File: config.mk
export PLATFORM = sky130hd
export DESIGN_NAME = dcache
export DESIGN_NICKNAME = d
export VERILOG_FILES = /design/src/rtl/dcache.sv
export SDC_FILE = /design/constraint.sdc
export NUM_CORES = 1
export LEC_CHECK = 0
export BUFFER_PORTS_ARGS = -buffer_cell sky130_fd_sc_hd__buf_2
export CORE_ASPECT_RATIO = 0.7
export CORE_UTILIZATION = 35
export CTS_CLUSTER_DIAMETER = 60
export DETAILED_ROUTE_END_ITERATION = 8
export SYNTH_ARGS = -nofsm -noshare
export SYNTH_HDL_FRONTEND = slang
export SYNTH_SLANG_ARGS = --single-unit
File: constraint.sdc
create_clock -name clk -period 8.5 [get_ports clk]
set_clock_uncertainty 0.05 [all_clocks]
set_input_delay 1.7 -clock clk [delete_from_list [all_inputs] [get_ports clk]]
set_output_delay 1.7 -clock clk [all_outputs]
set_load 0.005 [all_outputs]
File: src/rtl/dcache.sv
// dcache: direct-mapped, write-back, write-allocate data cache (8 lines x 4 words)
//
// Ports:
//   clk, rst_n                 clock; synchronous active-low reset
//   proc_read, proc_write      CPU request (both high is treated as a write)
//   proc_addr[29:0]            CPU word address: tag [29:5], index [4:2], offset [1:0]
//   proc_wdata[31:0]           CPU write data
//   proc_stall                 request cannot complete this cycle
//   proc_rdata[31:0]           read data, valid when proc_read && !proc_stall
//   mem_read, mem_write        line read / line write request to memory
//   mem_addr[27:0]             memory line address
//   mem_wdata[127:0]           victim line for write-back (word k at [32k+31:32k])
//   mem_rdata[127:0]           refill line from memory
//   mem_ready                  one-cycle completion pulse from memory
//   hit_cnt, miss_cnt [31:0]   saturating statistics, present only with DCACHE_PERF_EN
//
// Optional feature macro: DCACHE_PERF_EN
module dcache #(
    parameter int NSETS = 8,
    parameter int WORDS = 4
) (
    input  logic                  clk,
    input  logic                  rst_n,
    input  logic                  proc_read,
    input  logic                  proc_write,
    input  logic [29:0]           proc_addr,
    input  logic [31:0]           proc_wdata,
    output logic                  proc_stall,
    output logic [31:0]           proc_rdata,
    output logic                  mem_read,
    output logic                  mem_write,
    output logic [27:0]           mem_addr,
    output logic [32*WORDS-1:0]   mem_wdata,
    input  logic [32*WORDS-1:0]   mem_rdata,
    input  logic                  mem_ready
`ifdef DCACHE_PERF_EN
    ,
    output logic [31:0]           hit_cnt,
    output logic [31:0]           miss_cnt
`endif
);
    typedef enum logic [1:0] {IDLE, WRITEBACK, ALLOCATE} state_t;
    state_t state, next_state;
    logic [NSETS-1:0] valid, dirty;
    logic [24:0] tags [NSETS];
    logic [32*WORDS-1:0] data [NSETS];
    logic [2:0] idx;
    logic [1:0] off;
    logic [24:0] tag_in;
    logic req, hit, refill;
    assign idx    = proc_addr[4:2];
    assign off    = proc_addr[1:0];
    assign tag_in = proc_addr[29:5];
    assign req    = proc_read | proc_write;
    assign hit    = (state == IDLE) && req && valid[idx] && (tags[idx] == tag_in);
    assign refill = (state == ALLOCATE) && mem_ready;
    always_ff @(posedge clk) begin
        if (!rst_n) state <= IDLE;
        else        state <= next_state;
    end
    always_comb begin
        next_state = state;
        case (state)
            IDLE:      if (req && !hit) next_state = (valid[idx] && dirty[idx]) ? WRITEBACK : ALLOCATE;
            WRITEBACK: if (mem_ready) next_state = ALLOCATE;
            ALLOCATE:  if (mem_ready) next_state = IDLE;
            default:   next_state = IDLE;
        endcase
    end
    // The CPU holds its request through a miss, so the victim tag and the
    // refill address both come straight from the current proc_addr.
    always_comb begin
        mem_read   = state == ALLOCATE;
        mem_write  = state == WRITEBACK;
        proc_stall = (state != IDLE) || (req && !hit);
        mem_addr   = (state == WRITEBACK) ? {tags[idx], idx} : proc_addr[29:2];
        mem_wdata  = data[idx];
        proc_rdata = data[idx][{off, 5'b0} +: 32];
    end
    always_ff @(posedge clk) begin
        if (!rst_n) begin
            valid <= '0;
            dirty <= '0;
        end else if (refill) begin
            valid[idx] <= 1'b1;
            dirty[idx] <= 1'b0;
        end else if (hit && proc_write) begin
            dirty[idx] <= 1'b1;
        end
    end
    // Tag and data storage carry no reset; valid bits guard them.
    always_ff @(posedge clk) begin
        if (refill) begin
            data[idx] <= mem_rdata;
            tags[idx] <= tag_in;
        end else if (hit && proc_write) begin
            data[idx][{off, 5'b0} +: 32] <= proc_wdata;
        end
    end
`ifdef DCACHE_PERF_EN
    // The hit that completes a refilled request is part of that miss, not a new hit.
    logic after_alloc;
    always_ff @(posedge clk) begin
        if (!rst_n) begin
            after_alloc <= 1'b0;
            hit_cnt     <= '0;
            miss_cnt    <= '0;
        end else begin
            after_alloc <= refill;
            if (hit && !after_alloc && hit_cnt != '1) hit_cnt <= hit_cnt + 32'd1;
            if (state == IDLE && req && !hit && miss_cnt != '1) miss_cnt <= miss_cnt + 32'd1;
        end
    end
`else
    // Statistics counters are not built in this configuration.
`endif
endmodule
==> results list, run 1 <==
- The flow ran to the end, and the final reports show no timing, DRC or antenna violations.
* Clock Root Buffer: clkbuf_16
- For met2 alone, demand over resource in global routing was 34.5%.
- Transition at the pin with the smallest max-transition slack: 1.29 ns
- Across the VDD grid, the largest voltage drop is about 170 uV.
- Of the synthesized area, sequential elements account for 76.0%.
* Count of clock tree sinks: 1242
- Synthesis produced 2863 cells.
- Before antenna repair, the detailed router went through 6 iterations.
- R2r startpoint: valid[7]
* H-tree depth: 3
- During synthesis, Yosys emitted a total of 0 warnings.
- After clock tree synthesis, the setup repair step added 0 buffers.
- Measured against its own limit, the worst slew margin works out to 13.7%.
- Summed over all layers, the routed wires come to between 150000 and 200000 um.
- The detailed router placed 30433 vias in this run.
- Post-cts sizing count: 0
- Registers take between 0.03 and 0.04 sq mm.
* Average cell area after synthesis: about 17 sq um
- The endpoint identified for the worst register-to-register timing path is data[3][31].
- Largest fanout on the critical path: 21
- No sink is reached through more buffers than the 3 on the longest clock path.
- After detailed routing, the average wire length per cell comes to approximately 32 um.
* Power density over the cells: roughly 230 mW/mm^2
* Area contributors post-synth: edfxtp_1 75%, a22oi_1 8.1%, mux2i_1 4.1%, mux4_2 2.2%, nand4_1 1.7%
- Final count of negative-setup-slack endpoints: 0
- Register-to-Register Path Depth: 8
- The die covers 0.141 sq mm.
- Final period utilization: 79.7%
- In the synthesized netlist the async set-or-reset flop fraction comes to 0%.
* Filler cell count: 12307
- Fin nets: approximately 3500
- Subtracting the final worst setup slack from the clock period gives a little under 7 ns.
- Die W: 448 um
- First-pass GRT wire length: 230000 um
* End-of-flow core utilization: 41.4%
- The first routing iteration left 4340 violations.
- For the worst-skew pair, the clock arrives at the later sink with an insertion delay of 0.75 ns.
- Worst R2R Setup Slack: just over 4 ns
- Synthesized cell area: 0.0488 sq mm
- HPWL Detailed: 108000 um
* Critical path class: in2out
- Met3 global-route usage: 7.34%
- met2 is the most crowded layer.
* Dominant synthesized flop cell: edfxtp_1
- Area occupied by multi-input gates: 0.0106 sq mm
* Critical path endpoint: proc_stall
* RSZ-0062 raised after global routing: false
- Number of placement rows: 114
* Antenna Violating Nets Remaining: 0
- After detailed routing, the number of remaining DRC violations is 0.
- The max-slew violation count came to 0.
- Static Leak: 18.7 nW
* Final hold violation count: 0
- After floorplanning, the core was sized to cover 0.138 sq mm.
- Effective utilization at floorplan: 35.3%
* Area Overhead vs Synth: 17.3%
- Clock-pin slew was measured on the worst setup and hold paths at 0.07 ns.
* Number of violations of the max-capacitance limit: 0
- Yosys mapped a number of flops with a built-in enable equal to around 1200.
- The synthesized design spends more area on one cell type than any other, namely edfxtp_1.
- GRT Residual Overflow: 0
- Sort of element at the start of the critical path: input pin
* Data required time at the worst endpoint: 6.75 ns
- In this run the worst setup path begins at proc_addr[2].
- Synthesized flop and latch total: 1242
* Met1 global-route usage: between 30% and 40%
* GRT Overall Usage: 23.4%
* Number of global-route vias before repair: 27900
* Syn nets: ~3100
- Initial antenna violation count: 23
- Boundary pin count: 386
- Buffers inserted during clock tree synthesis total 121.
* Area share of the largest cell type after synthesis: between 70% and 80%
* Placement-stage worst setup slack: approximately 1.7 ns
- Die height: 314 um
- Pin count of the biggest net entering global routing: 106
* Via count normalized by instance count: roughly 5.8
* Max Fclk: 0.148 GHz
* Count of input and output buffers: 385
* Endpoint type of the worst setup path: output pin
* Number of unique standard cell types used by synthesis: between 50 and 60
* Arr. time, crit path: 5.02 ns
* Final total negative setup slack: 0 ns
* Clock tree from TritonCTS: built
- After clock tree synthesis, the flow added hold-fix buffers numbering 0.
* Min-Delay Path Class: reg2reg
- Routability-driven placement finished with a final weighted congestion of 0.843.
* Min setup slack post-route: roughly 1.7 ns
* Share of layout cells above drive strength 1: 23.0%
cells in the mapped netlist, types with 10 or more instances:
master,number
o21ai_0,21
clkbuf_1,127
mux2i_1,200
nand4_1,133
a22o_1,17
buf_4,10
edfxtp_1,1224
dfxtp_1,18
mux4_2,47
o31ai_1,18
a22oi_1,526
buf_12,12
nor2_1,17
a21oi_1,35
inv_1,130
nand2_1,176
cell usage in the layout, fill, tap and decap left out, types with 14 or more instances in the layout:
cell	synthesis	layout
clkinv_2	0	27
buf_12	12	14
clkbuf_16	0	123
mux4_2	47	47
buf_2	6	384
nand2_1	176	175
inv_1	130	130
a22oi_1	526	526
dfxtp_1	18	18
nand4_1	133	133
clkinv_1	2	28
o21ai_0	21	21
o31ai_1	18	18
clkbuf_1	127	25
buf_4	10	82
edfxtp_1	1224	1224
mux2i_1	200	200
a21oi_4	0	32
a22o_1	17	17
where the power goes:
part           internal, W  switching, W  leakage [nW]
clock network      0.00289       0.00239          1.89
registers          0.00679     0.0000135          11.2
logic             0.000279      0.000695          5.57
stage by stage:
step	hold WS (ns)	cells	total power (W)	cell area, sq um
3_3_place_gp	0.398	5016	0.00790	53400
5_1_grt	0.428	5246	0.0134	57300
2_1_floorplan	0.390	2863	0.00735	48800
6_report	0.419	5250	0.0131	57300
4_1_cts	0.419	5241	0.0131	57200
3_5_place_dp	0.404	5016	0.00790	53400
sequential cells by signal, indices dropped and copies added (netlist names), named ones only:
signal	count
data	1024
tags	200
valid	8
state	2
cell families after synthesis:
group	Yosys count	share of synthesized area, %
xor+xnor	12	0.215
simple gates	386	4.11
fa+ha+maj	5	0.128
compound gates	647	9.76
mux	255	6.52
buf+inv	316	3.23
flops	1242	76.0
worst min path at each step:
stage                         from       end  slack, ns  cells past startpoint
after CTS                 valid[0]  valid[0]       0.42                      1
after floorplan           valid[0]  valid[0]       0.39                      1
after detailed placement  valid[0]  valid[0]       0.40                      1
after global routing      valid[2]  valid[2]       0.43                      1
after global placement    valid[0]  valid[0]       0.40                      1
final                     valid[6]  valid[6]       0.42                      1
per-layer routing:
layer | part of all wire [%] | wire, um | vias up
li1 | - | - | 12467
met1 | 40 | 67800 | 15741
met2 | 45 | 75800 | 1946
met3 | 12 | 20800 | 267
met4 | 3.0 | 5020 | 12
met5 | 0.050 | 84 | -
layout make-up:
cell class	instances	share of cell area (%)
clock buffers	149	5.56
repair buffers	480	4.92
multi-input cells	1305	18.5
clock inverters	76	1.23
diodes	9	0.0393
well taps	1856	4.06
inverters	133	0.872
flip-flops and latches	1242	64.8
critical path, stage by stage:
cell and delay (ns):
buf_2 0.47, buf_4 0.43, nor2_1 0.18, buf_4 0.22, a22oi_1 0.28, and3_1 0.24
o211ai_2 0.09, nor4_2 0.79, and4_1 0.37, a21oi_1 0.08, buf_2 0.15
Note: power is estimated with default switching activity, not from simulation.
==> run 2: changes to the inputs <==
==> constraint.sdc (replaced) <==
create_clock -name clk -period 7 [get_ports clk]
set_clock_uncertainty 0.05 [all_clocks]
set_input_delay 1.4 -clock clk [delete_from_list [all_inputs] [get_ports clk]]
set_output_delay 1.4 -clock clk [all_outputs]
set_load 0.005 [all_outputs]
==> run 2 against run 1 <==
Compared with the run above:
- die area unchanged
- first-iteration DRC count down 9.8%
- critical path type unchanged
- critical endpoint unchanged
- total power up 24%
==> results list, run 2 (synthesized netlist as in run 1, its figures left out) <==
- The overall die area was 0.141 sq mm (unchanged).
- The number of buffers added by the clock tree synthesis step was 121 (unchanged).
- STA classifies the critical path endpoint as an output pin.
- Commonest non-fill, non-tap cells in the layout: 1224 x edfxtp_1, 526 x a22oi_1, 384 x buf_2, 200 x mux2i_1, 175 x nand2_1
- Among cell families on the critical path, the largest total delay comes from buffers and inverters.
- Largest stage delay on the critical path: 0.54 ns (-0.25 ns)
* Largest registers: data (1024), tags (200), valid (8)
* Final weighted congestion in routability-driven placement: 0.843 (about the same)
- The final count of negative-setup-slack endpoints is 0 (unchanged).
- The number of nets still failing antenna checks after routing was 0 (unchanged).
* Worst path bufs/invs: 3 (-1)
- Post-CTS setup buffer count: 0 (unchanged)
- Static Leak: 18.8 nW (+1.1%)
- Largest fanout on the critical path: 23 (+9.5%)
- Area Overhead vs Synth: 18.3%
* Dominant cell type by count on the critical path: buf_2
* Initial DRT Pass Iterations: 6 (unchanged)
- The initial antenna violation count came to 26 (+13%).
* Via count normalized by instance count: 5.69 (-1.8%)
- The max-cap violation count was 0 (unchanged).
- Total core area: 0.138 sq mm (unchanged)
- Power density over the cells: 281 mW/mm^2 (+23%)
- Total placed cells including tap cells: 5028 (+0.24%)
- Walking the worst path, the cells encountered are buf_2 -> buf_4 -> mux4_2 -> mux2i_1 -> xor2_1 -> nand3_1 -> nor4_4 -> and4_1 -> a21oi_1 -> buf_2.
- Die W: 448 um (unchanged)
- The placed wire-length estimate came to 104000 um (-3.5%).
* Routed vias: 29980 (-1.5%)
- The routed wire length is 165000 um (-2.5%).
- The worst register-to-register path begins at valid[1].
- Top reg by flops: data
- The count of placed standard cells in the final layout, fillers left out was 5268 (+0.34%).
- Count of input and output buffers: 385 (unchanged)
- Min setup slack post-route: 0.938 ns (-0.788 ns)
- Capture instance of the worst register-to-register path: data[5][36]
- Number of slew-limit violations in the final report: 0 (unchanged)
* Cell count along the critical path: 10 (-1)
* Data required time at the worst endpoint: 5.55 ns (-1.20 ns)
- Max Fclk: 0.165 GHz
- Final period utilization: 86.6%
- The overall power after layout came to 0.0162 W (+24%).
- The most critical setup path has its endpoint at proc_stall.
- Number of buffers on the longest clock path: 3 (unchanged)
* Fin nets: 3495 (+0.34%)
- The flip-flop count of the largest register, all copies and words added was 1024 (unchanged).
* H-tree depth: 3 (unchanged)
* Die height: 314 um (unchanged)
- The path class of the tightest hold or removal check is reg2reg.
- In this run the worst setup path begins at proc_addr[2].
* Relative slew margins: 26.6% (+13 points)
* Final total negative setup slack: 0 ns (unchanged)
* Share of layout cells above drive strength 1: 23.6% (+0.66 points)
* Final hold violation count: 0 (unchanged)
- Startpoint of the lowest-slack hold path: valid[7]
- The aggregate global-route resource usage came to 23.0% (-0.37 points).
- Transition at the pin with the smallest max-transition slack: 1.10 ns (-0.193 ns)
- By startpoint and endpoint, the worst setup path is classified as in2out.
- Placement-stage worst setup slack: 0.783 ns (-0.962 ns)
- Latest clock arrival within the worst-skew pair: 0.73 ns (-0.02 ns)
* RSZ-0062 raised after global routing: false
* Count of clock tree sinks: 1242 (unchanged)
- Number of design-rule violations left by the first detailed-router iteration: 3916 (-9.8%)
- The count of cells along the worst register-to-register path was 8 (unchanged).
- Worst-path clk slew: 0.06 ns (about the same)
* Placed Instance Area: 0.0535 sq mm (+0.36%)
* DRC viols: 0 (unchanged)
* Sort of element at the start of the critical path: input pin
- First-pass GRT wire length: 227000 um (-1.2%)
- Worst R2R Setup Slack: 2.77 ns (-1.35 ns)
- Post-cts hold buffer count: 0 (unchanged)
* Clock tree from TritonCTS: built
* Finished layout cell area: 0.0577 sq mm (+0.80%)
* Final worst path period need: 6.06 ns
- Effective utilization at floorplan: 35.3% (unchanged)
* Post-cts sizing count: 0 (unchanged)
* Number of global-route vias before repair: 27974 (+0.27%)
* Clock Root Buffer: clkbuf_16
* Most common cell after layout, fill and taps aside: edfxtp_1
* Arr. time, crit path: 4.61 ns (-0.41 ns)
- The average wire length per cell after detail routing was 31.4 um (-2.8%).
- The worst ir drop on vdd was 223 uV (+30%).
- Number of placement rows: 114 (unchanged)
- Among all stages on the critical path, the largest delay is contributed by mux4_2.
- The maximum number of pins on one net before global-route repair is 91 (-14%).
* Run status: complete, no violations
- GRT Residual Overflow: 0 (unchanged)
- The number of top-level design ports came to 386 (unchanged).
-- run 2: layer usage --
layer / global-route usage (%) / vias up / routed length (um)
li1: - / 12500 / -
met1: 32.2 / 15423 / 66100
met2: 34.7 / 1777 / 74800
met3: 6.86 / 270 / 19600
met4: 6.41 / 10 / 4760
met5: 0 / - / 69
-- run 2: report_power, final --
group	internal, W	leakage, nW	switching [W]
Clock	0.00383	2.00	0.00294
Sequential	0.00825	11.2	0.0000164
Combinational	0.000344	5.66	0.000846
Total	0.0124	18.8	0.00381
-- run 2: layout make-up --
type | instances | area (sq um)
clock buffers | 136 | 3080
clock inverters | 93 | 1070
fillers | 12314 | 80500
flip-flops and latches | 1242 | 37100
inverters | 133 | 499
repair buffers | 492 | 3010
diodes | 11 | 27.5
multi-input cells | 1305 | 10600
well taps | 1856 | 2320
-- run 2: worst min path at each step --
| stage | to | cells after the start |
|---|---|---|
| 2_1_floorplan | valid[0] | 1 |
| 3_3_place_gp | valid[3] | 1 |
| 3_5_place_dp | valid[0] | 1 |
| 4_1_cts | valid[7] | 1 |
| 5_1_grt | valid[3] | 1 |
| 6_report | valid[7] | 1 |
-- run 2: per-stage QoR --
stage               hold slack, ns  utilization [%]
floorplan                    0.390                -
global placement             0.400             38.7
detailed placement           0.407             38.7
CTS                          0.420             41.7
global route                 0.443             41.7
finish                       0.416             41.8
-- run 2: worst reg2reg max path: stages, from the launching register on --
cell       delay, ns
dfxtp_1         0.33
mux2i_1         0.07
mux4_2          0.50
or4_4           0.45
a2111oi_4       0.55
and4_1          0.29
and4_2          0.86
buf_4           0.33
mux2i_1         0.57
